**src/rtl/sisc_pkg.sv**
```systemverilog
// sisc_pkg -- shared definitions for the SISC control unit.
//   Opcode constants, 4-bit FSM state encoding, ALU operation classes and
//   the default addressing-mode value that selects immediate ALU operation.
package sisc_pkg;

  // Opcode map; every code not listed here executes as NOOP.
  localparam logic [3:0] OP_NOOP = 4'd0;
  localparam logic [3:0] OP_LOD  = 4'd1;
  localparam logic [3:0] OP_STR  = 4'd2;
  localparam logic [3:0] OP_SWP  = 4'd3;
  localparam logic [3:0] OP_BRA  = 4'd4;
  localparam logic [3:0] OP_BRR  = 4'd5;
  localparam logic [3:0] OP_BNE  = 4'd6;
  localparam logic [3:0] OP_BNR  = 4'd7;
  localparam logic [3:0] OP_ALU  = 4'd8;
  localparam logic [3:0] OP_HLT  = 4'd15;

  // START0 is encoded as zero so that a register that powers up cleared
  // lands in the power-up state.
  typedef enum logic [3:0] {
    S_START0  = 4'd0,
    S_START1  = 4'd1,
    S_FETCH   = 4'd2,
    S_DECODE  = 4'd3,
    S_EXECUTE = 4'd4,
    S_MEM     = 4'd5,
    S_WB      = 4'd6,
    S_WB2     = 4'd7,
    S_HALT    = 4'd8
  } state_t;

  localparam logic [1:0] ALU_OP_PASS = 2'b10;  // pass/hold, idle default
  localparam logic [1:0] ALU_OP_ADDR = 2'b01;  // base + offset address add

  localparam int AM_IMM_DEF = 8;

endpackage

```
**src/rtl/sisc_br_eval.sv**
```systemverilog
// sisc_br_eval -- combinational branch evaluation.
//   Compares the branch mask against the status flags and decides whether
//   a branch opcode is taken and which target form it uses.
// Ports:
//   opcode    in   current instruction opcode
//   mm        in   branch mask
//   stat      in   status flags (same width as mm)
//   is_branch out  opcode is one of BRA/BRR/BNE/BNR
//   taken     out  branch condition holds (0 for non-branch opcodes)
//   br_sel    out  0 = absolute target, 1 = PC-relative target
module sisc_br_eval
  import sisc_pkg::*;
#(
  parameter int OPC_W = 4,
  parameter int MM_W  = 4
) (
  input  logic [OPC_W-1:0] opcode,
  input  logic [MM_W-1:0]  mm,
  input  logic [MM_W-1:0]  stat,
  output logic             is_branch,
  output logic             taken,
  output logic             br_sel
);

  logic any_hit;
  assign any_hit = |(mm & stat);

  always_comb begin
    is_branch = 1'b0;
    taken     = 1'b0;
    br_sel    = 1'b0;
    if (opcode == OPC_W'(OP_BRA) || opcode == OPC_W'(OP_BRR)) begin
      is_branch = 1'b1;
      taken     = any_hit;
    end else if (opcode == OPC_W'(OP_BNE) || opcode == OPC_W'(OP_BNR)) begin
      is_branch = 1'b1;
      taken     = ~any_hit;
    end
    br_sel = (opcode == OPC_W'(OP_BRR)) || (opcode == OPC_W'(OP_BNR));
  end

endmodule

```
**src/rtl/sisc_ctrl_fsm.sv**
```systemverilog
// sisc_ctrl_fsm -- multi-cycle SISC control unit.
//   Sequences each instruction through FETCH/DECODE/EXECUTE/MEM/WB(/WB2)
//   and drives every datapath control. HLT parks the FSM in HALT until reset.
//   Optional macro SISC_SKIP_MEM_EN: ALU and NOOP-class instructions skip
//   the MEM state (EXECUTE -> WB), taking 4 cycles instead of 5.
// Ports:
//   clk, rst_f            clock; synchronous active-high reset (-> START1)
//   opcode, mm, stat      instruction opcode, mode/mask, status flags
//   rf_we, wb_sel, swp_sel  register-file write enable and source selects
//   alu_op                ALU operation class
//   ir_load               instruction-register load
//   pc_write, pc_sel, br_sel  PC update, source and branch-target form
//   mm_sel, dm_we         data-memory address select and write enable
//   halted                high while in HALT
module sisc_ctrl_fsm
  import sisc_pkg::*;
#(
  parameter int OPC_W    = 4,
  parameter int MM_W     = 4,
  parameter int STAT_W   = 4,
  parameter int AM_IMM   = AM_IMM_DEF,
  parameter int ALU_OP_W = 2
) (
  input  logic                clk,
  input  logic                rst_f,
  input  logic [OPC_W-1:0]    opcode,
  input  logic [MM_W-1:0]     mm,
  input  logic [STAT_W-1:0]   stat,
  output logic                rf_we,
  output logic                wb_sel,
  output logic                swp_sel,
  output logic [ALU_OP_W-1:0] alu_op,
  output logic                ir_load,
  output logic                pc_write,
  output logic                pc_sel,
  output logic                br_sel,
  output logic                mm_sel,
  output logic                dm_we,
  output logic                halted
);

  state_t state_reg, state_next;

  logic is_branch, br_taken, br_rel;
  logic is_lod, is_str, is_swp, is_alu, is_hlt;

  assign is_lod = (opcode == OPC_W'(OP_LOD));
  assign is_str = (opcode == OPC_W'(OP_STR));
  assign is_swp = (opcode == OPC_W'(OP_SWP));
  assign is_alu = (opcode == OPC_W'(OP_ALU));
  assign is_hlt = (opcode == OPC_W'(OP_HLT));

  // mm and stat must share a width for the mask test.
  sisc_br_eval #(
    .OPC_W (OPC_W),
    .MM_W  (MM_W)
  ) u_br_eval (
    .opcode    (opcode),
    .mm        (mm),
    .stat      (MM_W'(stat)),
    .is_branch (is_branch),
    .taken     (br_taken),
    .br_sel    (br_rel)
  );

  always_ff @(posedge clk) begin
    if (rst_f) state_reg <= S_START1;
    else       state_reg <= state_next;
  end

  // Next-state logic
  always_comb begin
    state_next = state_reg;
    case (state_reg)
      S_START0:  state_next = S_START1;
      S_START1:  state_next = S_FETCH;
      S_FETCH:   state_next = S_DECODE;
      S_DECODE: begin
        if (is_hlt)         state_next = S_HALT;
        else if (is_branch) state_next = S_FETCH;
        else                state_next = S_EXECUTE;
      end
      S_EXECUTE: begin
`ifdef SISC_SKIP_MEM_EN
        // Only memory-touching and swap instructions need the MEM slot.
        if (is_lod || is_str || is_swp) state_next = S_MEM;
        else                            state_next = S_WB;
`else
        state_next = S_MEM;
`endif
      end
      S_MEM:     state_next = S_WB;
      S_WB:      state_next = is_swp ? S_WB2 : S_FETCH;
      S_WB2:     state_next = S_FETCH;
      S_HALT:    state_next = S_HALT;
      default:   state_next = S_START1;
    endcase
  end

  // Output decode
  always_comb begin
    rf_we    = 1'b0;
    wb_sel   = 1'b0;
    swp_sel  = 1'b0;
    alu_op   = ALU_OP_W'(ALU_OP_PASS);
    ir_load  = 1'b0;
    pc_write = 1'b0;
    pc_sel   = 1'b0;
    br_sel   = 1'b0;
    mm_sel   = 1'b0;
    dm_we    = 1'b0;
    halted   = 1'b0;
    case (state_reg)
      S_FETCH: begin
        ir_load  = 1'b1;
        pc_write = 1'b1;
      end
      S_DECODE: begin
        // A not-taken branch does nothing: PC already advanced in FETCH.
        if (br_taken) begin
          pc_write = 1'b1;
          pc_sel   = 1'b1;
          br_sel   = br_rel;
        end
      end
      S_EXECUTE, S_MEM: begin
        if (is_alu)
          alu_op = ALU_OP_W'({1'b0, (mm == MM_W'(AM_IMM))});
        else if (is_lod || is_str)
          alu_op = ALU_OP_W'(ALU_OP_ADDR);
        if (state_reg == S_MEM && (is_lod || is_str)) begin
          mm_sel = 1'b1;
          dm_we  = is_str;
        end
      end
      S_WB: begin
        if (is_alu) begin
          rf_we = 1'b1;
        end else if (is_lod) begin
          rf_we  = 1'b1;
          wb_sel = 1'b1;
          mm_sel = 1'b1;
        end else if (is_swp) begin
          rf_we = 1'b1;
        end
      end
      S_WB2: begin
        rf_we   = 1'b1;
        swp_sel = 1'b1;
      end
      S_HALT: halted = 1'b1;
      default: ;
    endcase
  end

endmodule

```
**config.mk**
```make
export PLATFORM = sky130hd
export DESIGN_NAME = sisc_ctrl_fsm
export DESIGN_NICKNAME = d
export VERILOG_FILES = /design/src/rtl/sisc_pkg.sv /design/src/rtl/sisc_br_eval.sv /design/src/rtl/sisc_ctrl_fsm.sv
export SDC_FILE = /design/constraint.sdc
export NUM_CORES = 1
export LEC_CHECK = 0
export BUFFER_PORTS_ARGS = -buffer_cell sky130_fd_sc_hd__buf_4
export CORE_AREA = 5 5 42 44
export CTS_CLUSTER_DIAMETER = 150
export DETAILED_ROUTE_END_ITERATION = 10
export DIE_AREA = 0 0 47 49
export PLACE_DENSITY = 0.73
export SLEW_MARGIN = 20
export SYNTH_ARGS = -nofsm -noshare
export SYNTH_HDL_FRONTEND = slang
export SYNTH_SLANG_ARGS = --single-unit
```
**constraint.sdc**
```tcl
create_clock -name clk -period 1.7 [get_ports clk]
set_input_delay 0.085 -clock clk [delete_from_list [all_inputs] [get_ports clk]]
set_output_delay 0.085 -clock clk [all_outputs]
set_load 0.05 [all_outputs]
```
==> Flow_metrics.wiki <==
{| class="wikitable"
! Metric !! Value
|-
| Number of distinct library cells after synthesis || 34
|-
| Crit. End Element || primary output
|-
| Critical path, cell by cell || nand2b_2, nor3_2, and3_1, buf_4
|-
| Finish-stage setup viols || 0
|-
| Slew at the pin with the worst max-slew slack || 0.417 ns
|-
| Reg-to-reg setup timing slack || 0.18 ns
|-
| Hold Fails Final Rpt || 0
|-
| Number of max-slew violations in the final report || 0
|-
| Power per Cell Area || 535 mW/mm^2
|-
| Async set-reset flop share out of synthesis || 0
|-
| Number of sinks handled by clock tree synthesis || 4
|-
| Antenna-violating nets left || 0
|-
| Overflow left after global routing || 0
|-
| Simple-Gate Fraction of Synth Area || 0.465
|-
| Global-route wire length before repair || 2390 um
|-
| Flip-flop count of the largest register after layout || 4
|-
| Overall power || 0.376 mW
|-
| Wire length per cell || 12.9 um
|-
| Maximum VDD drop || 0.214 mV
|-
| Main flop type after synthesis || dfxtp_1
|-
| Final instance area || 702 um^2
|-
| Crit share post-route || 0.934
|-
| Area of the die || 0.00230 mm^2
|-
| Pleak || 0.324 nW
|-
| Combined area of all synthesized cells || 484 um^2
|-
| Width of the die || 47 um
|-
| Highest-delay cell along the critical path || dfxtp_1
|-
| Average cell area after synthesis || 7.23 um^2
|-
| Overall via count from detail_route || 584
|-
| Fin worst setup slack || 0.113 ns
|-
| TNS Setup || 0 ns
|-
| Count of port buffers added during placement || 25
|-
| Final critical delay including setup and external delays || 1.59 ns
|-
| Startpoint Class || flop
|-
| Iter 0 DRT Violations || 5
|-
| Xor/xnor cell area share of the yosys netlist || 0.0362
|-
| Required time of the critical path || 1.62 ns
|-
| Clock Latency Late Sink || 0.24 ns
|-
| Number of flops mapped to enable cells by yosys || 0
|-
| DRC violation count after routing || 0
|-
| Post-DP HPWL || 1090 um
|-
| Clock tree from TritonCTS || built
|-
| CTS Root Cell || clkbuf_4
|-
| Via count of the first global-routing pass || 583
|-
| Total of flip-flops plus latches after synthesis || 4
|-
| Final worst hold slack || 0.0454 ns
|-
| WP buf/inv || 1
|-
| Core Area || 0.00140 mm^2
|-
| Result of the run || complete, no violations
|-
| Worst min-delay path class || primary input to flop
|-
| Largest cells by area after synthesis || dfxtp_1, nor3_1, a21oi_1
|-
| Average vias per placed instance || 5.51
|-
| Starting Density || 0.346
|-
| Share of layout cells above drive strength 1 || 0.411
|-
| Proportion of synthesized area in mux cells || 0
|-
| Placed Area || 673 um^2
|-
| H-tree levels || 1
|-
| Tightest slew margin relative to the limit || 0.721
|-
| DR pass1 iterations || 4
|-
| Clock transition at the registers of the reported paths || 0.03 ns
|-
| CTS Buf Count || 3
|-
| Family of cells with the greatest summed delay on the critical path || simple AND/OR/NAND/NOR gates
|-
| Number of max-cap violations || 0
|-
| I/O Pins || 26
|-
| Die Ht || 49 um
|-
| Max Root-Sink Buffers || 2
|-
| Max stage delay on crit path || 0.42 ns
|-
| Largest net degree at the start of global routing || 11
|-
| Antenna violations before repair || 0
|-
| Worst Path Arrival || 1.50 ns
|-
| Post-Route WL || 1370 um
|-
| Mapped Nets || 81
|-
| Antenna diodes || 0
|-
| Fraction of the mapped netlist area in adder cells || 0
|-
| Area added between synthesis and finish || 45.0%
|-
| Critical path type || flop to primary output
|-
| Final #Nets || 106
|-
| Critical Path Fanout Max || 9
|-
| Setup repair after global routing missed its margin || false
|-
| Worst slack at placement || 0.202 ns
|-
| Compound-gate portion of the synthesized area || 0.251
|-
| Max frequency || 630 MHz
|-
| Warnings from Yosys || 0
|-
| Dominant combinational cell family by area after synthesis || simple AND/OR/NAND/NOR gates
|-
| Library cell with the largest summed area after synthesis || dfxtp_1
|-
| GRT Resource Usage Total || 0.138
|-
| Area share of the largest cell type after synthesis || 0.165
|-
| Post-synthesis sequential area ratio || 0.165
|-
| Number of placement rows || 14
|-
| Global placer's final weighted congestion || 0.751
|-
| Gate count after technology mapping || 67
|-
| Layout Skew || 0.00454 ns
|}
## logic make-up after synthesis
| family | count (synthesis) |
|---|---|
| XOR/XNOR | 2 |
| flip-flops | 4 |
| AND/OR/NAND/NOR | 35 |
| AO/OA/AOI/OAI | 18 |
| buffers and inverters | 8 |
## layer usage
metal | routed length, um | GRT usage | part of all wire | up-vias
li1 | - | - | - | 291
met3 | 94 | 0.0369 | 0.069 | 2
met4 | 11 | 0.0691 | 0.0081 | 0
met5 | 0 | 0 | 0 | -
met2 | 709 | 0.222 | 0.52 | 22
met1 | 551 | 0.160 | 0.40 | 269
## area by class of cell
class / instances / area [um^2]
Clock buffer: 3 / 22.5
Fill cell: 144 / 699
Inverter: 3 / 11.3
Multi-Input combinational cell: 55 / 379
Sequential cell: 4 / 81.3
Tap cell: 16 / 20.0
Timing Repair Buffer: 25 / 188
## layout by cell type, fill, tap and decap left out, types with 2 or more instances in the layout
cell / instances
nand3b_1: 2
nor2_1: 6
nor2b_1: 2
inv_1: 3
a21oi_1: 5
buf_4: 25
nor3_2: 2
o21ai_0: 2
xor2_1: 2
clkbuf_4: 3
nor3_1: 4
nand2b_1: 3
dfxtp_1: 3
nand2_1: 6
## stage by stage
step                      utilization  std cells
after floorplan                     -         67
after CTS                       0.496        106
after detailed placement        0.480        103
final                           0.501        106
after global routing            0.501        106
after global placement          0.480        103
## power breakdown
group	total [mW]	leakage (nW)	internal, mW	switching [mW]
Combinational	0.136	0.277	0.0614	0.0743
Sequential	0.122	0.0332	0.102	0.0203
Clock	0.118	0.0138	0.0790	0.0391
Total	0.376	0.324	0.242	0.134
## repair_timing
item	CTS	global route
setup buffers	0	0
setup endpoints to repair	0	4
resized for setup	0	2
hold buffers	0	0
## worst paths after layout
check / startpoint / to / depth (start not counted)
setup reg to reg: state_reg[0] / state_reg[3] / 3
hold reg to reg: state_reg[1] / state_reg[2] / 2
hold / removal: rst_f / state_reg[3] / 2
setup / recovery: state_reg[3] / dm_we / 4
## cells in the mapped netlist, types with 2 or more instances
library cell  count
buf_2             2
nand2b_1          3
o21ai_0           3
nor3_1            6
nor2b_1           2
nand3b_1          2
a21oi_1           5
clkbuf_1          2
dfxtp_1           4
nand2_1           6
inv_1             3
xor2_1            2
nor2_1            6
No activity file was read; power rests on OpenSTA's default activity.
